==> src/rtl/key_repeat_scheduler.sv <==
// key_repeat_scheduler: shared-timer key auto-repeat; lowest-index new press owns the timer.
// Optional repeat acceleration after eight repeats is enabled by defining KEY_REPEAT_ACCEL_EN.
module key_repeat_scheduler #(
    parameter int          NUM_KEYS            = 4,
    parameter logic [15:0] INITIAL_HOLD_CYCLES = 16'd400,
    parameter logic [15:0] REPEAT_CYCLES       = 16'd150
) (
    input  logic                clk,
    input  logic                rst,
    input  logic [NUM_KEYS-1:0] key_level,
    input  logic                tick_en,
    output logic                pulse_out,
    output logic [3:0]          pulse_idx,
    output logic                pulse_is_repeat,
    output logic                owner_valid,
    output logic [3:0]          owner_idx
);
    typedef enum logic [1:0] {IDLE, DELAY, REPEAT} state_t;
    state_t state;
    logic [NUM_KEYS-1:0] key_q, rise;
    logic [15:0] cnt, period, limit, keys_ext;
    logic [3:0] rise_idx;
    logic any_rise, owner_held, hit;
`ifdef KEY_REPEAT_ACCEL_EN
    logic [3:0] acc;
    localparam logic [15:0] FAST_CYCLES = ((REPEAT_CYCLES >> 1) == 16'd0) ? 16'd1 : (REPEAT_CYCLES >> 1);
    assign period = (acc >= 4'd8) ? FAST_CYCLES : REPEAT_CYCLES;
`else
    assign period = REPEAT_CYCLES;
`endif
    always_comb begin
        rise = key_level & ~key_q;
        any_rise = |rise;
        rise_idx = 4'd0;
        for (int i = NUM_KEYS - 1; i >= 0; i--)
            if (rise[i]) rise_idx = 4'(i);
        keys_ext = 16'(key_level);
        owner_held = keys_ext[owner_idx];
        limit = (state == DELAY) ? INITIAL_HOLD_CYCLES : period;
        hit = cnt >= limit - 16'd1;
    end
    always_ff @(posedge clk or posedge rst) begin
        if (rst) begin
            state <= IDLE;
            key_q <= '0;
            cnt <= '0;
            pulse_out <= 1'b0;
            pulse_idx <= 4'd0;
            pulse_is_repeat <= 1'b0;
            owner_valid <= 1'b0;
            owner_idx <= 4'd0;
`ifdef KEY_REPEAT_ACCEL_EN
            acc <= 4'd0;
`endif
        end else begin
            key_q <= key_level;
            pulse_out <= 1'b0;
            pulse_idx <= 4'd0;
            pulse_is_repeat <= 1'b0;
            if (any_rise) begin
                state <= DELAY;
                cnt <= '0;
                owner_valid <= 1'b1;
                owner_idx <= rise_idx;
                pulse_out <= 1'b1;
                pulse_idx <= rise_idx;
`ifdef KEY_REPEAT_ACCEL_EN
                acc <= 4'd0;
`endif
            end else if (state != IDLE && !owner_held) begin
                state <= IDLE;
                cnt <= '0;
                owner_valid <= 1'b0;
                owner_idx <= 4'd0;
`ifdef KEY_REPEAT_ACCEL_EN
                acc <= 4'd0;
`endif
            end else if (state != IDLE && tick_en) begin
                if (hit) begin
                    state <= REPEAT;
                    cnt <= '0;
                    pulse_out <= 1'b1;
                    pulse_idx <= owner_idx;
                    pulse_is_repeat <= 1'b1;
`ifdef KEY_REPEAT_ACCEL_EN
                    acc <= (acc == 4'd15) ? acc : acc + 4'd1;
`endif
                end else begin
                    cnt <= cnt + 16'd1;
                end
            end
        end
    end
endmodule

==> config.mk <==
export PLATFORM = sky130hd
export DESIGN_NAME = key_repeat_scheduler
export DESIGN_NICKNAME = d
export VERILOG_FILES = /design/src/rtl/key_repeat_scheduler.sv
export SDC_FILE = /design/constraint.sdc
export NUM_CORES = 1
export LEC_CHECK = 0
export CAP_MARGIN = 15
export CORE_AREA = 3 3 77 57
export DETAILED_ROUTE_END_ITERATION = 7
export DIE_AREA = 0 0 80 60
export PLACE_DENSITY = 0.63
export SETUP_SLACK_MARGIN = 0.4
export SLEW_MARGIN = 20
export SYNTH_ARGS = -nofsm -noshare
export SYNTH_HDL_FRONTEND = slang
export SYNTH_SLANG_ARGS = --single-unit
==> constraint.sdc <==
create_clock -name clk -period 2.7 [get_ports clk]
set_clock_uncertainty 0.1 [all_clocks]
set_input_delay 0.675 -clock clk [delete_from_list [all_inputs] [get_ports clk]]
set_output_delay 0.675 -clock clk [all_outputs]
set_load 0.005 [all_outputs]
# [Word-level counts from Yosys, hierarchy flattened]
# Index checks and enable logic that the tools add are counted.
[classes] n_mul=0 addsub=2 n_reduce_logical=9 n_div=0 n_eq_ne=1 mux=28 n_lt_le_gt_ge=2 n_bitwise=2 shift=0
[ops] operator="2-to-1 mux 16 bit" count=4
[ops] operator="2-to-1 mux 4 bit" count=9
[ops] operator="adder 16 x 1 -> 16 bit, second input constant" count=1
[ops] operator=">= comparator 16 bit" count=1
[ops] operator="2-to-1 mux 2 bit" count=5
[ops] operator="subtractor 9 x 1 -> 10 bit, second input constant" count=1
[ops] operator="2-to-1 mux 9 bit" count=1
[ops] operator="2-to-1 mux 1 bit" count=8
[ops] operator="nonzero test 3 bit" count=2
[ops] operator="less-than comparator 4 x 5 -> 1 bit, second input constant" count=1
[ops] operator="bitwise AND 4 bit" count=1
[ops] operator="binary-select mux 1 bit (select 4 bit)" count=1
[ops] operator="NOT 4 bit" count=1
[ops] operator="nonzero test 2 bit" count=2
[ops] operator="OR reduction 4 bit" count=1
[ops] operator="equality test 2 x 1 -> 1 bit, second input constant" count=1
[ops] operator="logical AND 1 bit" count=2
[ops] operator="AND reduction 2 bit" count=1
[ops] operator="zero test 1 bit" count=1
[word_totals] word_cells=52 out_inout_bits=11 regBits=33 mem_bits_rw=0 mem_count=0 inputBits=7 romBits=0 latchBits=0

# [Depth between registers and ports, before layout]
[depth] depth_word=8 ltp_mapped=9

# [Least setup slack after synthesis]
# OpenSTA, ideal clock, no wires.
[synth_path] path_kind="register to register" start="register state[1]" end="register cnt[15]" t_arrival_ps=1985 period_less_slack_ps=2206 required_ps=2479 path_stages_with_launch=9 slack_ps=494 path_cell_list="dfrtp_1 nand2b_1 ha_1 nor4bb_1 nand4b_1 a21oi_1 nand2b_2 buf_4 nor2_1"
[synth_via] elab_chain_cells=8 word_cells_on_any_way=12
[synth_lines] element="from (decl)" line="19" source="state_t state;"
[synth_lines] element="from (signal assigned)" line="44" source="state <= IDLE;"
[synth_lines] element="from (signal assigned)" line="61" source="state <= DELAY;"
[synth_lines] element="from (signal assigned)" line="71" source="state <= IDLE;"
[synth_lines] element="equality test 2 x 1 -> 1 bit" line="39" source="limit = (state == DELAY) ? INITIAL_HOLD_CYCLES : period;"
[synth_lines] element="2-to-1 mux 9 bit" line="39"
[synth_lines] element="subtractor 9 x 1 -> 10 bit" line="40" source="hit = cnt >= limit - 16'd1;"
[synth_lines] element=">= comparator 16 bit" line="40"
[synth_lines] element="2-to-1 mux 16 bit" line="79" source="if (hit) begin"
[synth_lines] element="2-to-1 mux 16 bit" line="78" source="end else if (state != IDLE && tick_en) begin"
[synth_lines] element="2-to-1 mux 16 bit" line="70" source="end else if (state != IDLE && !owner_held) begin"
[synth_lines] element="2-to-1 mux 16 bit" line="60" source="if (any_rise) begin"
[synth_lines] element="to (signal assigned)" line="89" source="cnt <= cnt + 16'd1;"
[synth_lines] element="to (decl)" line="21" source="logic [15:0] cnt, period, limit, keys_ext;"
# Parallel ways exist; a longest one is shown, timed or not. The select of a mux whose other input is x is not followed.
# A chain may end at the register's enable or synchronous reset.

# [Final worst setup path]
[layout_path] start="register state[1]" end="register pulse_idx[0]"
[layout_via] elab_chain_cells=8 word_cells_on_any_way=11
[layout_lines] element="equality test 2 x 1 -> 1 bit" line="39"
[layout_lines] element="2-to-1 mux 9 bit" line="39"
[layout_lines] element="subtractor 9 x 1 -> 10 bit" line="40"
[layout_lines] element=">= comparator 16 bit" line="40"
[layout_lines] element="2-to-1 mux 4 bit" line="79"
[layout_lines] element="2-to-1 mux 4 bit" line="78"
[layout_lines] element="2-to-1 mux 4 bit *" line="70"
[layout_lines] element="2-to-1 mux 4 bit *" line="60"
[layout_lines] element="to (signal assigned)" line="66" source="pulse_idx <= rise_idx;"
[layout_lines] element="to (signal assigned)" line="83" source="pulse_idx <= owner_idx;"
[layout_lines] element="to (decl)" line="13" source="output logic [3:0] pulse_idx,"
# Mark *: on every way between the ends. The rest lies on a longest branch, timed or not.

==> run summary <==
STATUS
-------------------------------------------------------------------------------------
Run status                                                               complete, no violations

TIMING
-------------------------------------------------------------------------------------
Tightest hold margin                                                           387 ps
Worst slew slack as a fraction of its limit                                     60.8%
Number of endpoints failing setup at the final stage                                0
Unrepaired setup endpoints after global routing                                  true
Worst-Margin Slew                                                              583 ps
Share of the cycle needed by the critical path after routing                    81.9%
Setup tns final                                                                  0 ps
Worst-case setup margin in the final layout                                    488 ps
Maximum clock rate                                                          0.452 GHz
Final Hold Viols                                                                    0
Tmin final                                                                    2210 ps
Max Slew Vio Count                                                                  0

CELLS AND AREA
-------------------------------------------------------------------------------------
Finished Core Util                                                              50.9%
Share of post-route cells with drive strength above 1                           15.6%
Count of non-filler cells in the finished layout                                  223
NumNets Final                                                                     184
Area of all placed cells without fillers                                     1840 um2
Diode count                                                                         0
Area Growth Syn to Fin                                                          23.9%
Count of fill cells added during filler insertion                                 334
Footprint of the multi-input gates                                            708 um2
Total area of sequential cells                                                726 um2

CTS
-------------------------------------------------------------------------------------
Number of buffers created by CTS                                                    5
Clk buf depth                                                                       2
TritonCTS clock tree                                                             done
CTS Root Cell                                                                clkbuf_8
Clk pin slew, worst setup/hold paths                                            60 ps
Count of hold-fix buffers inserted at cts                                           0
Clk sinks                                                                          29
H-tree Lvls                                                                         2
Clock insertion delay at the later pin of the skew report                      290 ps

FLOORPLANNING
-------------------------------------------------------------------------------------
Placeable core region                                                        3600 um2
Die outline width                                                               80 um
Standard-cell rows                                                                 18
Total I/O pin count                                                                18
Initial Utilization                                                             41.1%
Total die area                                                               4800 um2
Die Y-Extent                                                                    60 um

SYNTHESIS
-------------------------------------------------------------------------------------
Area leader, netlist                                                          dfrtp_1
Mapped Cells                                                                      148
Number of warnings issued by yosys                                                  0
List of most frequent post-synthesis cells                               dfrtp_1 (29), nor2_1 (21), nand2_1 (11)
Post-synth ARST share                                                            100%
Dominant cells by area after synthesis                                   dfrtp_1 (49%), nor2_1 (5.3%), ha_1 (4.2%), xor2_1 (3.0%), nand2_1 (2.8%)
Yosys reg bits                                                                     29
Dominant register cell in the synthesized netlist                             dfrtp_1
Mapped Avg Cell Area                                                         10.0 um2
Area share of the largest cell type after synthesis                             49.0%
Count of flip-flops with a built-in enable after synthesis                          0
Cell with the most instances after synthesis                                  dfrtp_1
Yosys cell types                                                                   40
Portion of the post-synthesis area used by sequential elements                  49.0%
Cell area after synthesis                                                    1480 um2

PLACED DESIGN
-------------------------------------------------------------------------------------
Worst slack at placement                                                      71.2 ps
Cell area after placement                                                    1670 um2
Estimated wirelength of the detail-placed design                              2.26 mm
Final GP Congestion                                                             0.822
Count of placed standard cells including taps                                     211
PortBufs                                                                           13

MIN PATH
-------------------------------------------------------------------------------------
Hold WC Path Type                                                        register to register

SETUP PATH
-------------------------------------------------------------------------------------
Sequence of cells on the critical path                                   nand2b_1 -> ha_1 -> nor4bb_1 -> nand4b_1 -> a21oi_2 -> buf_4 -> and2_4 -> a21o_1
Highest cell delay on the worst timing path                                    400 ps
Worst Setup Start Kind                                                       register
Critical path's slowest cell                                                  dfrtp_1
Crit. End Element                                                            register
Critical path data required time                                              2820 ps
Largest delay contributor family on the critical path                    simple AND/OR/NAND/NOR gates
Critical path type                                                       register to register
Critical path data arrival time                                               2330 ps
Largest fanout of any net on the critical path                                      5
WP buf/inv                                                                          1

ROUTING
-------------------------------------------------------------------------------------
Post-detailed-route via-to-cell ratio                                            5.16
Count of routing violations after the opening detailed-route iteration             54
Number of remaining DRC errors                                                      0
Final Routed Wirelength                                                       3.14 mm
Number of optimization iterations in the first detailed-route pass                  4
Post-route antenna net violation count                                              0
Wirelength per Cell                                                           14.1 um
Via count                                                                        1151

GLOBAL ROUTE
-------------------------------------------------------------------------------------
Total global routing track utilization                                          15.6%
Number of antenna violations at the first check in global routing                   0
Global-route wire length before repair                                        5.46 mm
Aggregate global routing overflow                                                   0
Maximum number of pins on one net before global-route repair                       30
Via count of the first global-routing pass                                       1156

FLOW RUN
-------------------------------------------------------------------------------------
Maximum capacitance violations                                                      0

POWER AND IR DROP
-------------------------------------------------------------------------------------
Static leakage                                                               0.884 nW
Pwr Total                                                                      996 uW
Power Dens Cells                                                           543 nW/um2
IR Drop Worst-Case VDD                                                         300 uV

[final cells by class]
cell class | count | area share, %
multi-input cells | 107 | 38.6
flip-flops and latches | 29 | 39.5
clock buffers | 7 | 5.25
repair buffers | 22 | 11.5
inverters | 7 | 1.43
clock inverters | 1 | 0.273
well taps | 50 | 3.41
[placed cells by master, fill, tap and decap left out, drive strengths merged, types with 3 or more instances in the layout]
cell,count
clkdlybuf4s50,9
nor2,21
inv,7
a21oi,4
nor4,3
and3,4
o21ai,6
nor2b,4
buf,9
dfrtp,29
and2,4
a21o,4
dlymetal6s2s,4
conb,4
nand2,11
nand2b,4
nand3,3
ha,5
a31oi,4
nand4,3
clkbuf,7
xor2,5
[metal layers]
layer  vias to the layer above  track usage [%]  routed length (um)  share of wire [%]
li1                        555                -                   -                  -
met1                       550             21.5                1580                 50
met2                        42             21.3                1330                 42
met3                         4             6.63                 204                6.5
met4                         0             6.75                  29               0.92
met5                         -                0                   0                  0
[registers in the layout, summed over array words and instances (netlist names)]
signal / flops
state: 2
owner_valid: 1
pulse_out: 1
key_q: 4
cnt: 16
pulse_is_repeat: 1
owner_idx: 2
pulse_idx: 2
[worst register-to-register path, cell delays in order (launching register included)]
cell      delay, ps
dfrtp_1         400
nand2b_1        210
ha_1            330
nor4bb_1        300
nand4b_1        180
a21oi_2         190
buf_4           160
and2_4          140
a21o_1          130
[where the power goes]
part | internal [mW] | leakage [nW] | switching, mW | total (mW)
logic | 0.0705 | 0.450 | 0.0729 | 0.143
clock network | 0.230 | 0.0542 | 0.162 | 0.392
registers | 0.449 | 0.379 | 0.0118 | 0.461
[final timing paths]
check	cells after the start	slack, ps	start	end
max	8	490	state[1]$_DFFE_PP0P_	pulse_idx[0]$_DFF_PP0_
min	1	390	owner_valid$_DFFE_PP0N_	owner_valid$_DFFE_PP0N_
max reg2reg	8	490	state[1]$_DFFE_PP0P_	pulse_idx[0]$_DFF_PP0_
min reg2reg	1	390	owner_valid$_DFFE_PP0N_	owner_valid$_DFFE_PP0N_
max in group asynchronous	3	1570	rst	cnt[0]$_DFFE_PP0P_
min in group asynchronous	3	650	rst	owner_valid$_DFFE_PP0N_
[logic make-up after synthesis]
family,Yosys count,synth area share [%]
XOR/XNOR,7,4.14
other,1,0.253
AND/OR/NAND/NOR,64,23.3
AO/OA/AOI/OAI,26,11.9
buffers and inverters,15,5.66
flip-flops,29,49.0
adder cells (fa/ha/maj),5,4.22
multiplexers,1,1.52
[what timing repair did]
item                                    in CTS  in global routing
endpoints found under the setup margin      12                 16
setup buffers                                2                  2
pin swaps                                    1                  3
gates resized for setup                      1                 11
Power figures use the tool's default switching activity.
==> edit: new RTL, config.mk and constraints unchanged <==
Re-encode `state_t` (3 states) as one-hot, 3 bits wide.
--- a/src/rtl/key_repeat_scheduler.sv
+++ b/src/rtl/key_repeat_scheduler.sv
@@ -15,7 +15,7 @@
     output logic                owner_valid,
     output logic [3:0]          owner_idx
 );
-    typedef enum logic [1:0] {IDLE, DELAY, REPEAT} state_t;
+    typedef enum logic [2:0] {IDLE = 3'b001, DELAY = 3'b010, REPEAT = 3'b100} state_t;
     state_t state;
     logic [NUM_KEYS-1:0] key_q, rise;
     logic [15:0] cnt, period, limit, keys_ext;
Function: no difference found for any inputs over 10 cycles, from zero or initial values and one cycle with rst high; not proved beyond that.
==> edit against the original RTL <==
- routed wire length rose by 47%
- cell area up 30%
- total power up 11%
- setup slack got worse by 420 ps
- synthesized cell count rose by 18%
- sequential share of layout area down 8.0 points
- via count grew 38%
- sequential cell count is 1 higher
- area after synthesis rose by 16%
- first-iteration DRC count rose by 61%
- highest routed layer unchanged
==> edit: results (changes against the original RTL) <==
Yosys
The count of cell types in the netlist is 51 (+28%). Ranked by total cell area, the synthesized netlist is headed by sky130_fd_sc_hd__dfrtp_1, sky130_fd_sc_hd__nor2_1, sky130_fd_sc_hd__ha_1. The XOR/XNOR share of the synthesized area is 0.02555 (-0.01584). The number of cells produced by synthesis is 175 (+18%). The complex-gate fraction of the synthesized area came to 0.2036 (+0.08456).

The share of synthesized cell area in full adder, half adder and majority cells is 0.03650 (-0.005733).

Clocking
The post-CTS setup-driven buffer insertion count is 19 (+17). The number of resized instances in the post-cts repair step came to 17 (+16).

Final layout
The fill cell instance count of the final layout is 299 (-10%). The number of cells in the finished layout apart from fillers was 280 (+26%). The fraction of layout cells with a size suffix above 1 is 0.3522 (+0.1961). In the final layout, the registers with the most flip-flops are cnt: 16 flops, key_q: 4 flops, state: 3 flops.

The layout net count is 241 (+31%).

Route
The met3 wire length is 270 um (+32%). The detailed-router iteration count before antenna repair is 5 (+1). The mean number of vias per cell was 5.682 (+10%). The iteration-0 DRC count of the detailed router is 87 (+61%). The total length of routed wires is 4629 um (+47%).

The routed metal-1 wirelength is 2200 um (+40%).

GRT
The met1 track demand over resource in global routing is 0.3100 (+0.09519). The met2 global-route usage is 0.3255 (+0.1120). The total global routing track utilization is 0.2204 (+0.06423). The via count of the first global-routing pass is 1581 (+37%). The global-route met3 utilization is 0.04669 (-0.01958).

Worst setup path
The cell type group with the largest total delay on the critical path is compound AO/OA/AOI/OAI gates. The arrival time of data at the critical path endpoint is 2730 ps (+400 ps). The largest incremental delay on the critical path is 430 ps (+30 ps).

The cell with the biggest individual delay on the critical path is sky130_fd_sc_hd__or3_4. The critical register-to-register path endpoint is state[1]. The timing endpoint of the critical path is state[1].

Place
The worst setup slack before clock tree synthesis is -201.9 ps (-273.1 ps). The placer's final routability congestion estimate is 0.9252 (+13%). The number of instances in the placed design is 252 (+19%).

The half-perimeter wire length after placement is 3137 um (+39%).

Power
The cell leakage power is 0.9834 nW (+11%). The clock distribution power is 0.374 mW (-5%). The highest ir drop seen on vdd is 282.4 uV (-6.0%). The switching power is 0.3004 mW (+22%). The relative contribution of the clock network to total power came to 0.339 (-0.054).

Worst hold path
The number of instances on the worst hold path is 2 (+1). The end point of the most critical hold path is state[0].

Timing
The fmax is 379.3 MHz (-16%).

Outcome
The run finished with clean final reports.
-- edit: cell count changes after synthesis, moves of 3 or more --
cell                       before  now
sky130_fd_sc_hd__or4_1          0    6
sky130_fd_sc_hd__xor2_1         5    1
sky130_fd_sc_hd__and3_1         4    1
sky130_fd_sc_hd__nand3_1        3    6
sky130_fd_sc_hd__nor2_1        21   18
sky130_fd_sc_hd__nor4_1         3    6
sky130_fd_sc_hd__o211ai_1       0    3
sky130_fd_sc_hd__o31ai_1        0    3
-- edit: cell type report --
| class | count | area [um2] | share of cell area |
|---|---|---|---|
| sequential | 30 | 752.0 | 0.3155 |
| clock buffer | 7 | 86.33 | 0.03622 |
| tap | 50 | 62.56 | 0.02625 |
| timing repair buffer | 54 | 467.9 | 0.1963 |
| multi-input combinational | 133 | 991.0 | 0.4157 |
| clock inverter | 1 | 5.005 | 0.002100 |
| inverter | 5 | 18.77 | 0.007874 |
